### src/rtl/branch_ctrl.sv
// branch_ctrl: EX-stage branch resolution sequencer (decode, compare, redirect, flush)
// Ports: br_* op handshake in, cmp_* external comparator, redir_* fetch handshake out, flush out.
module branch_ctrl #(
  parameter int IDATAW    = 32,
  parameter int PC_W      = 32,
  parameter int FLUSH_CYC = 2
) (
  input  logic              clk,
  input  logic              rst_n,
  input  logic              br_valid,
  output logic              br_ready,
  input  logic [2:0]        br_funct3,
  input  logic [PC_W-1:0]   br_pc,
  input  logic [PC_W-1:0]   br_imm,
  input  logic [IDATAW-1:0] br_rs1,
  input  logic [IDATAW-1:0] br_rs2,
  output logic [IDATAW-1:0] cmp_data1,
  output logic [IDATAW-1:0] cmp_data2,
  output logic              cmp_un,
  input  logic              cmp_eq,
  input  logic              cmp_lt,
  output logic              resolved,
  output logic              taken,
  output logic              illegal,
  output logic              misalign,
  output logic              redir_valid,
  input  logic              redir_ready,
  output logic [PC_W-1:0]   redir_pc,
  output logic              flush
);

  localparam int CNT_W =
    (FLUSH_CYC > 0) ? $clog2(FLUSH_CYC + 1) : 1;

  typedef enum logic [1:0] {
    S_IDLE,
    S_RESOLVE,
    S_REDIRECT,
    S_FLUSH
  } state_e;

  state_e state_q, state_d;

  logic [2:0]        f3_q, f3_d;
  logic [PC_W-1:0]   pc_q, pc_d;
  logic [PC_W-1:0]   imm_q, imm_d;
  logic [IDATAW-1:0] rs1_q, rs1_d;
  logic [IDATAW-1:0] rs2_q, rs2_d;
  logic [PC_W-1:0]   rpc_q, rpc_d;
  logic [CNT_W-1:0]  cnt_q, cnt_d;
  logic              res_q, res_d;
  logic              tkn_q, tkn_d;
  logic              ill_q, ill_d;
  logic              mis_q, mis_d;

  logic              accept;
  logic              is_ill;
  logic              cond;
  logic [PC_W-1:0]   target;

  assign accept = (state_q == S_IDLE) && br_valid;
  assign target = pc_q + imm_q;
  assign is_ill = (f3_q[2:1] == 2'b01);

  always_comb begin
    cond = 1'b0;
    unique case (f3_q)
      3'b000:  cond = cmp_eq;
      3'b001:  cond = !cmp_eq;
      3'b100:  cond = cmp_lt;
      3'b101:  cond = !cmp_lt;
      3'b110:  cond = cmp_lt;
      3'b111:  cond = !cmp_lt;
      default: cond = 1'b0;
    endcase
  end

  always_comb begin
    state_d = state_q;
    f3_d    = f3_q;
    pc_d    = pc_q;
    imm_d   = imm_q;
    rs1_d   = rs1_q;
    rs2_d   = rs2_q;
    rpc_d   = rpc_q;
    cnt_d   = cnt_q;
    res_d   = 1'b0;
    ill_d   = 1'b0;
    mis_d   = 1'b0;
    tkn_d   = tkn_q;

    unique case (state_q)
      S_IDLE: begin
        if (accept) begin
          f3_d    = br_funct3;
          pc_d    = br_pc;
          imm_d   = br_imm;
          rs1_d   = br_rs1;
          rs2_d   = br_rs2;
          state_d = S_RESOLVE;
        end
      end

      S_RESOLVE: begin
        state_d = S_IDLE;
        if (is_ill) begin
          ill_d = 1'b1;
          tkn_d = 1'b0;
        end else begin
          res_d = 1'b1;
          tkn_d = cond;
          if (cond) begin
            // Misaligned targets are reported, never sent to fetch.
            if (target[1:0] != 2'b00) begin
              mis_d = 1'b1;
            end else begin
              rpc_d   = target;
              state_d = S_REDIRECT;
            end
          end
        end
      end

      S_REDIRECT: begin
        if (redir_ready) begin
          if (FLUSH_CYC == 0) begin
            state_d = S_IDLE;
          end else begin
            cnt_d   = CNT_W'(FLUSH_CYC);
            state_d = S_FLUSH;
          end
        end
      end

      S_FLUSH: begin
        if (cnt_q <= CNT_W'(1)) begin
          state_d = S_IDLE;
        end else begin
          cnt_d = cnt_q - CNT_W'(1);
        end
      end

      default: state_d = S_IDLE;
    endcase
  end

  always_ff @(posedge clk or negedge rst_n) begin
    if (!rst_n) begin
      state_q <= S_IDLE;
      f3_q    <= '0;
      pc_q    <= '0;
      imm_q   <= '0;
      rs1_q   <= '0;
      rs2_q   <= '0;
      rpc_q   <= '0;
      cnt_q   <= '0;
      res_q   <= 1'b0;
      tkn_q   <= 1'b0;
      ill_q   <= 1'b0;
      mis_q   <= 1'b0;
    end else begin
      state_q <= state_d;
      f3_q    <= f3_d;
      pc_q    <= pc_d;
      imm_q   <= imm_d;
      rs1_q   <= rs1_d;
      rs2_q   <= rs2_d;
      rpc_q   <= rpc_d;
      cnt_q   <= cnt_d;
      res_q   <= res_d;
      tkn_q   <= tkn_d;
      ill_q   <= ill_d;
      mis_q   <= mis_d;
    end
  end

  assign br_ready    = (state_q == S_IDLE);
  assign redir_valid = (state_q == S_REDIRECT);
  assign flush       = (state_q == S_FLUSH);
  assign cmp_data1   = rs1_q;
  assign cmp_data2   = rs2_q;
  assign cmp_un      = f3_q[1];
  assign redir_pc    = rpc_q;
  assign resolved    = res_q;
  assign taken       = tkn_q;
  assign illegal     = ill_q;
  assign misalign    = mis_q;

endmodule
### config.mk
export PLATFORM = sky130hd
export DESIGN_NAME = branch_ctrl
export DESIGN_NICKNAME = d
export VERILOG_FILES = /design/src/rtl/branch_ctrl.sv
export SDC_FILE = /design/constraint.sdc
export NUM_CORES = 1
export LEC_CHECK = 0
export CELL_PAD_IN_SITES_DETAIL_PLACEMENT = 1
export CELL_PAD_IN_SITES_GLOBAL_PLACEMENT = 2
export CORE_ASPECT_RATIO = 1.5
export CORE_MARGIN = 8
export CORE_UTILIZATION = 33
export DETAILED_ROUTE_END_ITERATION = 10
export HOLD_SLACK_MARGIN = 0.15
export MAX_ROUTING_LAYER = met4
export PLACE_DENSITY = 0.84
export SYNTH_ARGS = -nofsm -noshare
export SYNTH_HDL_FRONTEND = slang
export SYNTH_SLANG_ARGS = --single-unit
export TNS_END_PERCENT = 10
### constraint.sdc
create_clock -name clk -period 6.74 [get_ports clk]
set_input_delay 1.348 -clock clk [delete_from_list [all_inputs] [get_ports clk]]
set_output_delay 1.348 -clock clk [all_outputs]
set_load 0.02 [all_outputs]
==> results.cfg <==
[outcome]
status = finished clean

[worst_setup_path]
path_cells = clkdlybuf4s50_1 -> xor2_1 -> a22oi_1 -> or2_1 -> or3_2 -> or4_1 -> nor2_1 -> nor3_1
required_ps = 7060
crit_slowest_cell = or3_2
cp_max_fo = 63
critPathLaunchType = primary input
cp.arrival_ps = 4000
crit_type = in2reg
critical_path.max_stage_delay_ps = 870
end_kind = register

[clock_network]
ctsLongestPathBuffers = 2
ctsResizeCount = 0
postCtsHoldBufs = 0
cts-root-buf = clkbuf_16
cts_tree = done
clock_sinks = 171
insertion_delay_ps = 440
clk_pin_slew_ps = 70
cts_made_buffers = 17
cts_max_level = 4
postCtsSetupBuffers = 0

[sta]
slew_viol_final = 0
fin_setup_tns_ps = 0
worstMarginPinSlew_ps = 1037
clock.fmax_mhz = 272.1
rsz0062_at_grt = no
slew_headroom_pct = 30.90
whs_ps = 477.3
setup_viol = 0
period_needed_ps = 3676
fin_crit_sh_pct = 54.54
clock_skew_ps = 16.95
finalHoldViolations = 0

[floorplan]
start_util_pct = 33.22
die-width_um = 143.4
die-area_um2 = 29680
die_y_um = 207.1
core-area_um2 = 24170
pin_count = 241
fp-row-count = 70

[synth]
seq_area_frac_synth_pct = 53.29
synth_compound_area_share_pct = 11.17
yosysWarningCount = 0
synth_top_family_by_area = multiplexers
synthTopCellsByArea = dfrtp_1 53%, mux2_2 18%, ha_1 5.0%
syn-num-nets = 825
synth-seq-cells = 171
synth_cell_types = 54
yosys_most_used_dff = dfrtp_1
async_flop_share_pct = 100.0
synth_cells = 655
synth_top_cell_by_area = dfrtp_1
synth_top_area_share_pct = 53.29
synthesis.area_um2 = 8030
synthXorXnorAreaFrac_pct = 2.509
synth-simple-area-share_pct = 7.619
avgSynthCellArea_um2 = 12.26
synth_edf_count = 0
synthAdderAreaFrac_pct = 5.235
netlist_top_cells_count = 171 x dfrtp_1, 130 x mux2_2, 54 x nand2_1
yosysMostFrequentCell = dfrtp_1
synthMuxAreaShare_pct = 18.35

[drt]
vias = 5995
route.detailed.drc = 0
viasPerCell = 4.870
drt_iter0_drc = 165
wl_per_cell_um = 18.37
finalWirelength_um = 22620
ant_nets = 0
drtPass1Iterations = 4

[worst_hold_path]
hp-class = reg2reg

[power_and_ir_drop]
leakagePower_uw = 0.004807
ir_drop_uv = 272.7
power.density_nw_per_um2 = 524.8

[cells_and_area]
fin_nets = 1064
insertedDiodeCount = 0
drive_above_1_share_pct = 19.51
areaGrowthSynthToFinish_pct = 40.85

[placement]
hpwlAfterDp_um = 17410
finalWeightedCongestion = 0.7671
io_buffers = 240

[global_routing]
grt_max_degree = 83
antenna_found_initial = 0
grt_usage_pct = 16.27
grt_pass1_wl_um = 36710
grt_pass1_vias = 6774
grt-ovfl-total = 0

[job]
drv_cap = 0
## final cells by class
type / instances / area [µm²]
Clock buffer: 17 / 425.4
Inverter: 10 / 37.54
Multi-Input combinational cell: 449 / 3608
Clock inverter: 15 / 113.9
Sequential cell: 171 / 4279
Fill cell: 2606 / 12860
Timing Repair Buffer: 245 / 2441
Tap cell: 324 / 405.4
## layer usage
layer / up-vias / global-route usage (%) / wire (µm)
met2: 160 / 27.62 / 11860
met1: 2952 / 17.46 / 8764
met4: 0 / 5.533 / 420
met5: - / - / 0
met3: 29 / 5.226 / 1571
li1: 2854 / - / -
## worst max-delay path, delay by kind of cell
kind	cells	cell delay [ps]
buffers and inverters	1	470
XOR/XNOR	1	140
AO/OA/AOI/OAI	1	100
AND/OR/NAND/NOR	5	1920
## cells by family (layout without fill, tap and decap cells)
family / after synthesis / in the layout
flops: 171 / 171
compound gates: 137 / 137
mux: 131 / 131
simple gates: 125 / 125
buf+inv: 35 / 287
fa+ha+maj: 33 / 33
xor+xnor: 23 / 23
## sequential cells by signal, indices dropped and copies added, names as in the netlist, named ones only
signal and cells:
f3_q 3, cnt_q 2, resolved 1, cmp_data2 32
illegal 1, state_q 1, imm_q 32, redir_pc 32
taken 1, misalign 1, pc_q 32, cmp_data1 32
## report_power, final
group	switching (µW)	internal, µW
clock network	449	479
registers	277	1490
logic	1690	1550
total	2420	3520
## final timing paths
| check | cells past startpoint | startpoint | slack [ps] | to |
|---|---|---|---|---|
| max | 8 | cmp_eq | 3060 | redir_pc[31] |
| min | 2 | taken | 480 | taken |
| min in group asynchronous | 1 | rst_n | 950 | cmp_data2[20] |
| min reg2reg | 2 | taken | 480 | taken |
| max in group asynchronous | 2 | rst_n | 4550 | imm_q[20] |
| max reg2reg | 9 | pc_q[0] | 3770 | redir_pc[18] |
## placed cells by master, fill, tap and decap left out, types with 3 or more instances in the layout
| cell type | n |
|---|---|
| and3_1 | 6 |
| a21o_1 | 18 |
| clkinv_2 | 5 |
| dfrtp_1 | 171 |
| inv_6 | 6 |
| nand3_1 | 4 |
| nand2_1 | 54 |
| o211ai_1 | 6 |
| a21oi_1 | 31 |
| ha_1 | 32 |
| mux2_2 | 130 |
| a211oi_1 | 3 |
| o21ai_0 | 35 |
| nor2b_1 | 3 |
| o21a_1 | 3 |
| or3_1 | 5 |
| o31ai_1 | 4 |
| a211o_1 | 5 |
| nand3b_1 | 3 |
| nor3_1 | 8 |
| clkdlybuf4s50_1 | 239 |
| nand2b_1 | 5 |
| buf_4 | 5 |
| and2_1 | 9 |
| nor2_1 | 14 |
| o211a_1 | 4 |
| o2111ai_1 | 4 |
| xnor2_1 | 6 |
| or2_2 | 3 |
| clkbuf_16 | 17 |
| inv_1 | 10 |
| xor2_1 | 17 |
| a31oi_1 | 5 |
## stage by stage
step / util (%) / cells / worst slack, ps / instance area (µm²) / power, µW
after floorplan: - / 655 / 3770 / 8030 / 3845
after global placement: 44.56 / 1199 / 2599 / 10770 / 5024
after detailed placement: 44.56 / 1199 / 2590 / 10770 / 5083
after CTS: 46.79 / 1231 / 3061 / 11310 / 6048
after global routing: 46.79 / 1231 / 2847 / 11310 / 6397
final: 46.79 / 1231 / 3064 / 11310 / 5936
No activity file was read; power rests on OpenSTA's default activity.
